===== src/rtl/pla_pkg.sv =====
// Shared definitions for the registered PLA: fuse layout helpers,
// config FSM states and derived-width functions.
package pla_pkg;

  // Config port FSM: accept writes, or spend one cycle copying shadow to active
  typedef enum logic {IDLE, COMMIT} cfg_state_e;

  // Macrocell control bits sit directly above the N_PT product-term selects
  localparam int REG_OFS = 0;
  localparam int INV_OFS = 1;

  // AND-row fuse for the true literal of signal s
  function automatic int true_bit(input int s);
    return 2 * s;
  endfunction

  // AND-row fuse for the complement literal of signal s
  function automatic int comp_bit(input int s);
    return 2 * s + 1;
  endfunction

  // Row width must hold either an AND row or an OR/macrocell row
  function automatic int cfg_w(input int n_sig, input int n_pt);
    return (2 * n_sig > n_pt + 2) ? 2 * n_sig : n_pt + 2;
  endfunction

  // Address width covering N_PT AND rows plus N_OUT macrocell rows
  function automatic int addr_w(input int n_rows);
    return (n_rows > 1) ? $clog2(n_rows) : 1;
  endfunction

endpackage


===== src/rtl/pla_macrocell.sv =====
// One PLA output: OR of selected product terms, polarity XOR,
// enabled flop (always clocked) and comb/registered output select.
module pla_macrocell #(
  parameter int N_PT = 8
) (
  input  logic            clk,
  input  logic            rst_n,
  input  logic            en,
  input  logic [N_PT-1:0] pt,
  input  logic [N_PT-1:0] pt_sel,
  input  logic            reg_mode,
  input  logic            invert,
  output logic            out,
  output logic            q
);

  logic d;
  logic q_d, q_q;

  // Sum of selected terms with optional inversion; flop loads only on en
  always_comb begin
    d   = (|(pt & pt_sel)) ^ invert;
    q_d = en ? d : q_q;
  end

  // Macrocell state flop; runs in comb mode too so feedback stays valid
  always_ff @(posedge clk or negedge rst_n) begin
    if (!rst_n) q_q <= 1'b0;
    else        q_q <= q_d;
  end

  assign q   = q_q;
  assign out = reg_mode ? q_q : d;

endmodule


===== src/rtl/reg_pla.sv =====
// Field-programmable registered PLA. AND plane over inputs plus macrocell
// feedback, one OR/macrocell row per output, double-buffered config with
// a one-cycle atomic commit.
// Build option: define PLA_READBACK_EN to get a registered readback of the
// active row at cfg_addr on cfg_rdata; otherwise cfg_rdata is tied to 0.
module reg_pla
  import pla_pkg::*;
#(
  parameter  int N_IN  = 4,
  parameter  int N_OUT = 5,
  parameter  int N_PT  = 8,
  localparam int N_SIG = N_IN + N_OUT,
  localparam int CFG_W = cfg_w(N_SIG, N_PT),
  localparam int AW    = addr_w(N_PT + N_OUT)
) (
  input  logic             clk,
  input  logic             rst_n,
  input  logic [N_IN-1:0]  in,
  input  logic             en,
  input  logic             cfg_valid,
  output logic             cfg_ready,
  input  logic [AW-1:0]    cfg_addr,
  input  logic [CFG_W-1:0] cfg_wdata,
  input  logic             cfg_commit,
  output logic             cfg_err,
  output logic [N_OUT-1:0] out,
  output logic [CFG_W-1:0] cfg_rdata
);

  localparam int            N_ROWS   = N_PT + N_OUT;
  localparam logic [AW:0]   N_ROWS_W = N_ROWS[AW:0];
  localparam int            REG_BIT  = N_PT + REG_OFS;
  localparam int            INV_BIT  = N_PT + INV_OFS;

  typedef struct packed {
    logic             valid;
    logic             commit;
    logic [AW-1:0]    addr;
    logic [CFG_W-1:0] wdata;
  } cfg_req_t;

  cfg_req_t req;
  assign req = {cfg_valid, cfg_commit, cfg_addr, cfg_wdata};

  cfg_state_e                       state_d, state_q;
  logic [N_ROWS-1:0][CFG_W-1:0]     shadow_d, shadow_q;
  logic [N_ROWS-1:0][CFG_W-1:0]     active_d, active_q;
  logic                             err_d, err_q;
  logic                             addr_ok;

  logic [N_OUT-1:0]                 fb;
  logic [N_SIG-1:0]                 sig;
  logic [N_PT-1:0]                  pt;

  assign addr_ok   = ({1'b0, req.addr} < N_ROWS_W);
  assign cfg_ready = (state_q == IDLE);
  assign cfg_err   = err_q;

  // Config FSM: shadow writes and commit request in IDLE, copy in COMMIT
  always_comb begin
    state_d  = state_q;
    shadow_d = shadow_q;
    active_d = active_q;
    err_d    = 1'b0;
    case (state_q)
      IDLE: begin
        if (req.valid) begin
          if (addr_ok) shadow_d[req.addr] = req.wdata;
          else         err_d = 1'b1;
        end
        if (req.commit) state_d = COMMIT;
      end
      COMMIT: begin
        active_d = shadow_q;
        state_d  = IDLE;
      end
      default: state_d = IDLE;
    endcase
  end

  // Config storage and FSM state
  always_ff @(posedge clk or negedge rst_n) begin
    if (!rst_n) begin
      state_q  <= IDLE;
      shadow_q <= '0;
      active_q <= '0;
      err_q    <= 1'b0;
    end else begin
      state_q  <= state_d;
      shadow_q <= shadow_d;
      active_q <= active_d;
      err_q    <= err_d;
    end
  end

  // Feedback is taken from macrocell flops only, so no comb loop can form
  assign sig = {fb, in};

  // AND plane: a row with no fuses set is disabled rather than constant 1
  always_comb begin
    pt = '0;
    for (int p = 0; p < N_PT; p++) begin
      pt[p] = |active_q[p][2*N_SIG-1:0];
      for (int s = 0; s < N_SIG; s++) begin
        if (active_q[p][true_bit(s)] && !sig[s]) pt[p] = 1'b0;
        if (active_q[p][comp_bit(s)] &&  sig[s]) pt[p] = 1'b0;
      end
    end
  end

  for (genvar j = 0; j < N_OUT; j++) begin : g_mc
    pla_macrocell #(.N_PT(N_PT)) u_mc (
      .clk      (clk),
      .rst_n    (rst_n),
      .en       (en),
      .pt       (pt),
      .pt_sel   (active_q[N_PT+j][N_PT-1:0]),
      .reg_mode (active_q[N_PT+j][REG_BIT]),
      .invert   (active_q[N_PT+j][INV_BIT]),
      .out      (out[j]),
      .q        (fb[j])
    );
  end

  // Fuses above each row's meaningful field are stored but have no function
  logic unused_active;
  assign unused_active = ^active_q;

`ifdef PLA_READBACK_EN
  logic [CFG_W-1:0] rdata_d, rdata_q;

  // Readback mux of the active row; invalid addresses read as zero
  always_comb begin
    rdata_d = '0;
    if (addr_ok) rdata_d = active_q[req.addr];
  end

  // One-cycle registered readback
  always_ff @(posedge clk or negedge rst_n) begin
    if (!rst_n) rdata_q <= '0;
    else        rdata_q <= rdata_d;
  end

  assign cfg_rdata = rdata_q;
`else
  assign cfg_rdata = '0;
`endif

endmodule

===== config.mk =====
export PLATFORM = sky130hd
export DESIGN_NAME = reg_pla
export DESIGN_NICKNAME = d
export VERILOG_FILES = /design/src/rtl/pla_pkg.sv /design/src/rtl/pla_macrocell.sv /design/src/rtl/reg_pla.sv
export SDC_FILE = /design/constraint.sdc
export NUM_CORES = 1
export LEC_CHECK = 0
export ABC_AREA = 1
export BUFFER_PORTS_ARGS = -buffer_cell sky130_fd_sc_hd__buf_2
export CAP_MARGIN = 20
export CORE_MARGIN = 3
export CORE_UTILIZATION = 55
export DETAILED_ROUTE_END_ITERATION = 6
export GPL_ROUTABILITY_DRIVEN = 1
export PLACE_DENSITY_LB_ADDON = 0.08
export SLEW_MARGIN = 25
export SYNTH_ARGS = -nofsm -noshare
export SYNTH_HDL_FRONTEND = slang
export SYNTH_HIERARCHICAL = 1
export SYNTH_SLANG_ARGS = --single-unit
export TNS_END_PERCENT = 100

===== constraint.sdc =====
create_clock -name clk -period 5.52 [get_ports clk]
set_input_delay 0 -clock clk [delete_from_list [all_inputs] [get_ports clk]]
set_output_delay 0 -clock clk [all_outputs]
set_load 0.02 [all_outputs]

# Word-level counts from Yosys, hierarchy flattened
# Cells that the tools add are included.
[op_classes]
n_bitwise = 11
muxes = 157
reduce_logical = 168
magnitude_cmp = 3
[ops]
columns = ["cell", "n"]
rows = [
  ["$bwmux W234", 1],
  ["$mux W1", 153],
  ["$logic_and A1 B1 Y1", 145],
  ["$reduce_or A18 Y1", 8],
  ["$demux W18 S4", 1],
  ["$and A8 B8 Y8", 5],
  ["$reduce_or A8 Y1", 5],
  ["$mux W18", 1],
  ["$logic_not A1 Y1", 9],
  ["$lt A4 B5 Y1 const B", 1],
  ["$xor A1 B1 Y1", 5],
  ["$ge A4 B1 Y1 const B", 1],
  ["$lt A4 B4 Y1 const B", 1],
  ["$reduce_and A3 Y1", 1],
  ["$pmux W1 S2", 1],
  ["$not A1 Y1", 1],
]
[totals]
in_bits = 31
output_inout_bits = 25
reg_bits = 435

# Depth between registers and ports, before layout
[depth]
word_depth = 24
mapped_depth = 17
depth_no_buf = 16

# Cells and area by module
# Netlist, hierarchy kept.
[modules_own_cells]
columns = ["module", "cells_per_inst", "n_inst", "seq_area_each_um2", "area_each_um2"]
rows = [
  ["reg_pla", 1873, 1, 9759.4, 16026.6],
  ["pla_macrocell", 28, 5, 25.0, 132.6],
]

# Least setup slack after synthesis
# Ideal clock, no wire load.
[synth_timing]
path_type = "register to output"
startpoint = "reg g_mc[1].u_mc.q_q"
endpoint = "out out[0]"
path_buffers = 2
setup_slack_ns = 3.716
arrival_time_ns = 1.804
stages_incl_launch_ff = 17
path_cell_list = "dfrtp_1 clkbuf_1 clkbuf_1 nand2_1 o21ai_0 nand2_1 inv_1 nand2_1 nor2_1 nand2_1 nand2_1 nor2_2 nand2_1 nand2_1 nand2_1 nand2_1 nand2_1"
[synth_between]
elab_chain_cells = 14
word_cells_on_any_way = 85
classes_between = "65 x mux; 2 x bitwise; 18 x reduce/logical"
[synth_rtl]
columns = ["item", "line_no", "text"]
rows = [
  ["start, declared", "pla_macrocell.sv:18", "logic q_d, q_q;"],
  ["start signal, assigned", "pla_macrocell.sv:29", "else q_q <= q_d;"],
  ["$logic_not A1 Y1", "reg_pla.sv:105", "if (active_q[p][true_bit(s)] && !sig[s]) pt[p] = 1'b0;"],
  ["$logic_and A1 B1 Y1", "reg_pla.sv:105", ""],
  ["$mux W1", "reg_pla.sv:105", ""],
  ["$mux W1 *", "reg_pla.sv:106", "if (active_q[p][comp_bit(s)] && sig[s]) pt[p] = 1'b0;"],
  ["$mux W1 *", "reg_pla.sv:105", ""],
  ["$mux W1 *", "reg_pla.sv:106", ""],
  ["$mux W1 *", "reg_pla.sv:105", ""],
  ["$mux W1 *", "reg_pla.sv:106", ""],
  ["$mux W1 *", "reg_pla.sv:105", ""],
  ["$mux W1 *", "reg_pla.sv:106", ""],
  ["via pt[7]", "reg_pla.sv:53", "logic [N_PT-1:0] pt;"],
  ["$and A8 B8 Y8 *", "pla_macrocell.sv:22", "d = (|(pt & pt_sel)) ^ invert;"],
  ["$reduce_or A8 Y1 *", "pla_macrocell.sv:22", ""],
  ["$xor A1 B1 Y1 *", "pla_macrocell.sv:22", ""],
  ["$mux W1 *", "pla_macrocell.sv:33", "assign out = reg_mode ? q_q : d;"],
  ["end, declared", "reg_pla.sv:26", "output logic [N_OUT-1:0] out,"],
]
# The timed path passes the listed nets; every way through them passes the cells marked *.

# Worst setup path in the final report
[layout_timing]
startpoint = "reg g_mc[4].u_mc.q_q"
endpoint = "out out[1]"
[layout_between]
elab_chain_cells = 8
word_cells_on_any_way = 37
classes_between = "17 x mux; 2 x bitwise; 18 x reduce/logical"
[layout_rtl]
columns = ["item", "line_no"]
rows = [
  ["start, declared", "pla_macrocell.sv:18"],
  ["start signal, assigned", "pla_macrocell.sv:29"],
  ["$logic_not A1 Y1", "reg_pla.sv:105"],
  ["$logic_and A1 B1 Y1", "reg_pla.sv:105"],
  ["$mux W1", "reg_pla.sv:105"],
  ["$mux W1 *", "reg_pla.sv:106"],
  ["via pt[3]", "reg_pla.sv:53"],
  ["$and A8 B8 Y8 *", "pla_macrocell.sv:22"],
  ["$reduce_or A8 Y1 *", "pla_macrocell.sv:22"],
  ["$xor A1 B1 Y1 *", "pla_macrocell.sv:22"],
  ["$mux W1 *", "pla_macrocell.sv:33"],
]
# Marks and branches as above.

==> impl_metrics.csv <==
group,metric,value,unit
synth,synth_seq_cells,395,
power,pwr-share-comb,18.4,%
floorplan,fp.dieArea,32500,um2
sta,worst_pin_slew,0.989,ns
clock_network,cts_tree,"built",
grt,grt_pass1_vias,12000,
clock_network,post_cts_buffers,0,
clock_network,ctsResizeCount,0,
min_path,hp-start,"cfg_wdata[14]",
detailed_routing,detail-route-antenna-nets,0,
worst_setup_path,crit_required,5.52,ns
floorplan,ioPinCount,56,
worst_setup_path,cp-startpoint,"g_mc[4].u_mc/q",
finish,final_cell_mix,"nand2_1 (853), dfrtp_1 (394), o21ai_0 (304)",
clock_network,clk_latency,0.53,ns
synth,syn_area,16700,um2
worst_setup_path,path_buf_inv,2,
grt,grt_antenna_before_repair,1,
worst_setup_path,r2r_start,"state_q",
power,clockPowerShare,33.7,%
clock_network,clock-sinks,395,
finish,n_antenna_cell,0,
placement,post-place-ws,2.67,ns
clock_network,ctsHoldBuffers,12,
finish,drive_gt1_share,6.17,%
power,p_int,5.74,mW
power,seq_power_share,47.9,%
worst_setup_path,crit_type,"flop to primary output",
detailed_routing,drtPass1Iterations,5,
run_status,status,"finished, final reports clean",
grt,overflow,0,
placement,port_buffers,37,
clock_network,clockBufferDepth,3,
clock_network,h-tree-depth,2,
power,p_sw_share,30.8,%
sta,layout_setup_ws,2.41,ns
sta,max_freq,0.321,GHz
sta,slew_violations,0,
synth,yosysSeqAreaShare,59.2,%
clock_network,cts_buffers,42,
worst_setup_path,worstPathCellList,"inv_1 > nand2_1 > nand4_1 > nor2_1 > nand2_1 > nor2_1 > nand2_1 > nand2_1 > nor2_2 > nand2_1 > nand2_1 > nand2_1 > nand2_1 > nand2_1 > buf_2",
finish,fin_nets,2045,
detailed_routing,drt_iter0_markers,1356,
sta,finalCriticalPeriod,3.11,ns
worst_setup_path,slowest_delay,0.76,ns
sta,fin_crit_sh,56.4,%
worst_setup_path,worstSetupEndpointType,"primary output",
sta,rsz0062_at_grt,"false",
floorplan,rows,63,
power,power.density,451,nW/um2
min_path,hold_class,"input pin to flop",
detailed_routing,drt-total-wl,42.5,mm
grt,grt_max_degree,155,
worst_setup_path,crit_path_start_kind,"flop",
finish,nFillCells,2657,
grt,grt_usage,26.3,%
synth,yosysWarnings,6,
sta,slew_headroom,34.0,%
worst_setup_path,worst_path_max_delay_cell,"dfrtp_1",
sta,clock_skew,0.0141,ns
clock_network,clockRootBuffer,"clkbuf_16",
floorplan,placeableCoreArea,29800,um2
sta,finalSetupViolations,0,
power,power_switching,2.56,mW
worst_setup_path,path_delay_family,"simple AND/OR/NAND/NOR gates",
clock_network,path_clk_slew,0.06,ns
detailed_routing,wl_per_cell,17.5,um
floorplan,die_height,180,um
worst_setup_path,crit_arrival,3.11,ns
sta,fin_hold_ws,0.0329,ns
synth,ys_types,20,
power,ir_drop,0.242,mV
detailed_routing,vias,12800,
finish,areaGrowthSynthToFinish,10.4,%
flow_run,maxCapViolations,0,
floorplan,initial_core_util,56.0,%
detailed_routing,post_drt_via_cell_ratio,5.26,
sta,hold_violations,0,
placement,gp_congestion,0.920,
detailed_routing,drc,0,
worst_setup_path,worst_path_most_repeated_cell,"nand2_1",
synth,syn-instance-count,2013,
placement,hpwl,27.6,mm
sta,final.setup.tns,0,ns
grt,grt_pass1_wl,67.8,mm
floorplan,die_w,180,um
worst_setup_path,cp_max_fo,14,
power,p_leak,9.50,nW
finish,final_common_cell,"nand2_1",
synth,avgSynthCellArea,8.29,um2
## power groups by stage
| stage | Combinational, mW | Clock (mW) | Sequential (mW) |
|---|---|---|---|
| floorplan | 1.11 | 0 | 3.83 |
| global placement | 1.48 | 0 | 4.00 |
| detailed placement | 1.52 | 0 | 4.01 |
| CTS | 1.53 | 2.84 | 3.97 |
| global route | 1.77 | 2.96 | 4.05 |
| finish | 1.52 | 2.80 | 3.98 |
## layer usage
metal / up-vias / GRT usage (%) / routed length [um]
met2: 370 / 38.3 / 18300
met1: 6112 / 41.3 / 20100
met4: 2 / 7.80 / 1210
met5: - / 0 / 12
li1: 6233 / - / -
met3: 84 / 4.16 / 2870
## synthesized netlist by cell type
library cell	number	share of area (%)
nor3_1	12	0.36
inv_1	155	3.5
nand2_1	853	19
conb_1	1	0.022
buf_4	18	0.81
a21oi_1	4	0.12
buf_6	8	0.54
inv_2	1	0.022
nor2_2	10	0.37
nand4_1	16	0.60
nand3_1	34	1.0
nand2_2	9	0.34
nor2_1	90	2.0
nor3_4	2	0.19
dfrtp_1	395	59
clkbuf_1	58	1.3
o21ai_1	11	0.33
o21ai_0	304	9.1
buf_1	4	0.090
buf_2	28	0.84
## final timing paths
check,end,slack (ns),depth (start not counted)
worst max-delay path,out[1],2.41,15
worst min-delay path,shadow_q[86],0.03,3
worst max register to register,shadow_q[198],2.60,5
worst min register to register,active_q[117],0.47,2
max in group asynchronous,shadow_q[42],4.15,3
min in group asynchronous,shadow_q[90],0.07,2
## final cells by class
| type | instances | area, um2 | area share, % |
|---|---|---|---|
| clock inverter | 5 | 75.1 | 0.408 |
| timing repair buffer | 56 | 393 | 2.13 |
| clock buffer | 68 | 1300 | 7.07 |
| sequential | 395 | 9890 | 53.7 |
| multi-input combinational | 1363 | 5690 | 30.9 |
| tap | 390 | 488 | 2.65 |
| inverter | 156 | 587 | 3.19 |
## state kept, by name, summed over array words and instances, names as in the netlist
signal	cells
state_q	1
shadow_q	194
g_mc.u_mc/q	5
cfg_err	1
active_q	194
## tightest hold or removal path, delay by kind of cell
family / cells / cell delay (ns)
AO/OA/AOI/OAI: 1 / 0.22
buffers and inverters: 2 / 0.30
## per-stage QoR
stage	area [um2]	power, mW	cells	utilization (%)
after global routing	18400	8.78	2433	61.8
final	18400	8.30	2433	61.8
after CTS	18400	8.35	2433	61.8
after floorplan	16800	4.94	2030	-
after global placement	16900	5.48	2348	56.8
after detailed placement	16900	5.53	2348	56.8
## kinds of logic (layout without fill, tap and decap cells)
family / Yosys count / count (layout) / share of synthesized area [%]
AND/OR/NAND/NOR: 1026 / 1026 / 24.1
flip-flops: 395 / 395 / 59.2
AO/OA/AOI/OAI: 319 / 319 / 9.57
buffers and inverters: 272 / 285 / 7.09
other: 1 / 18 / 0.0225
(Power assumes the default switching activity.)
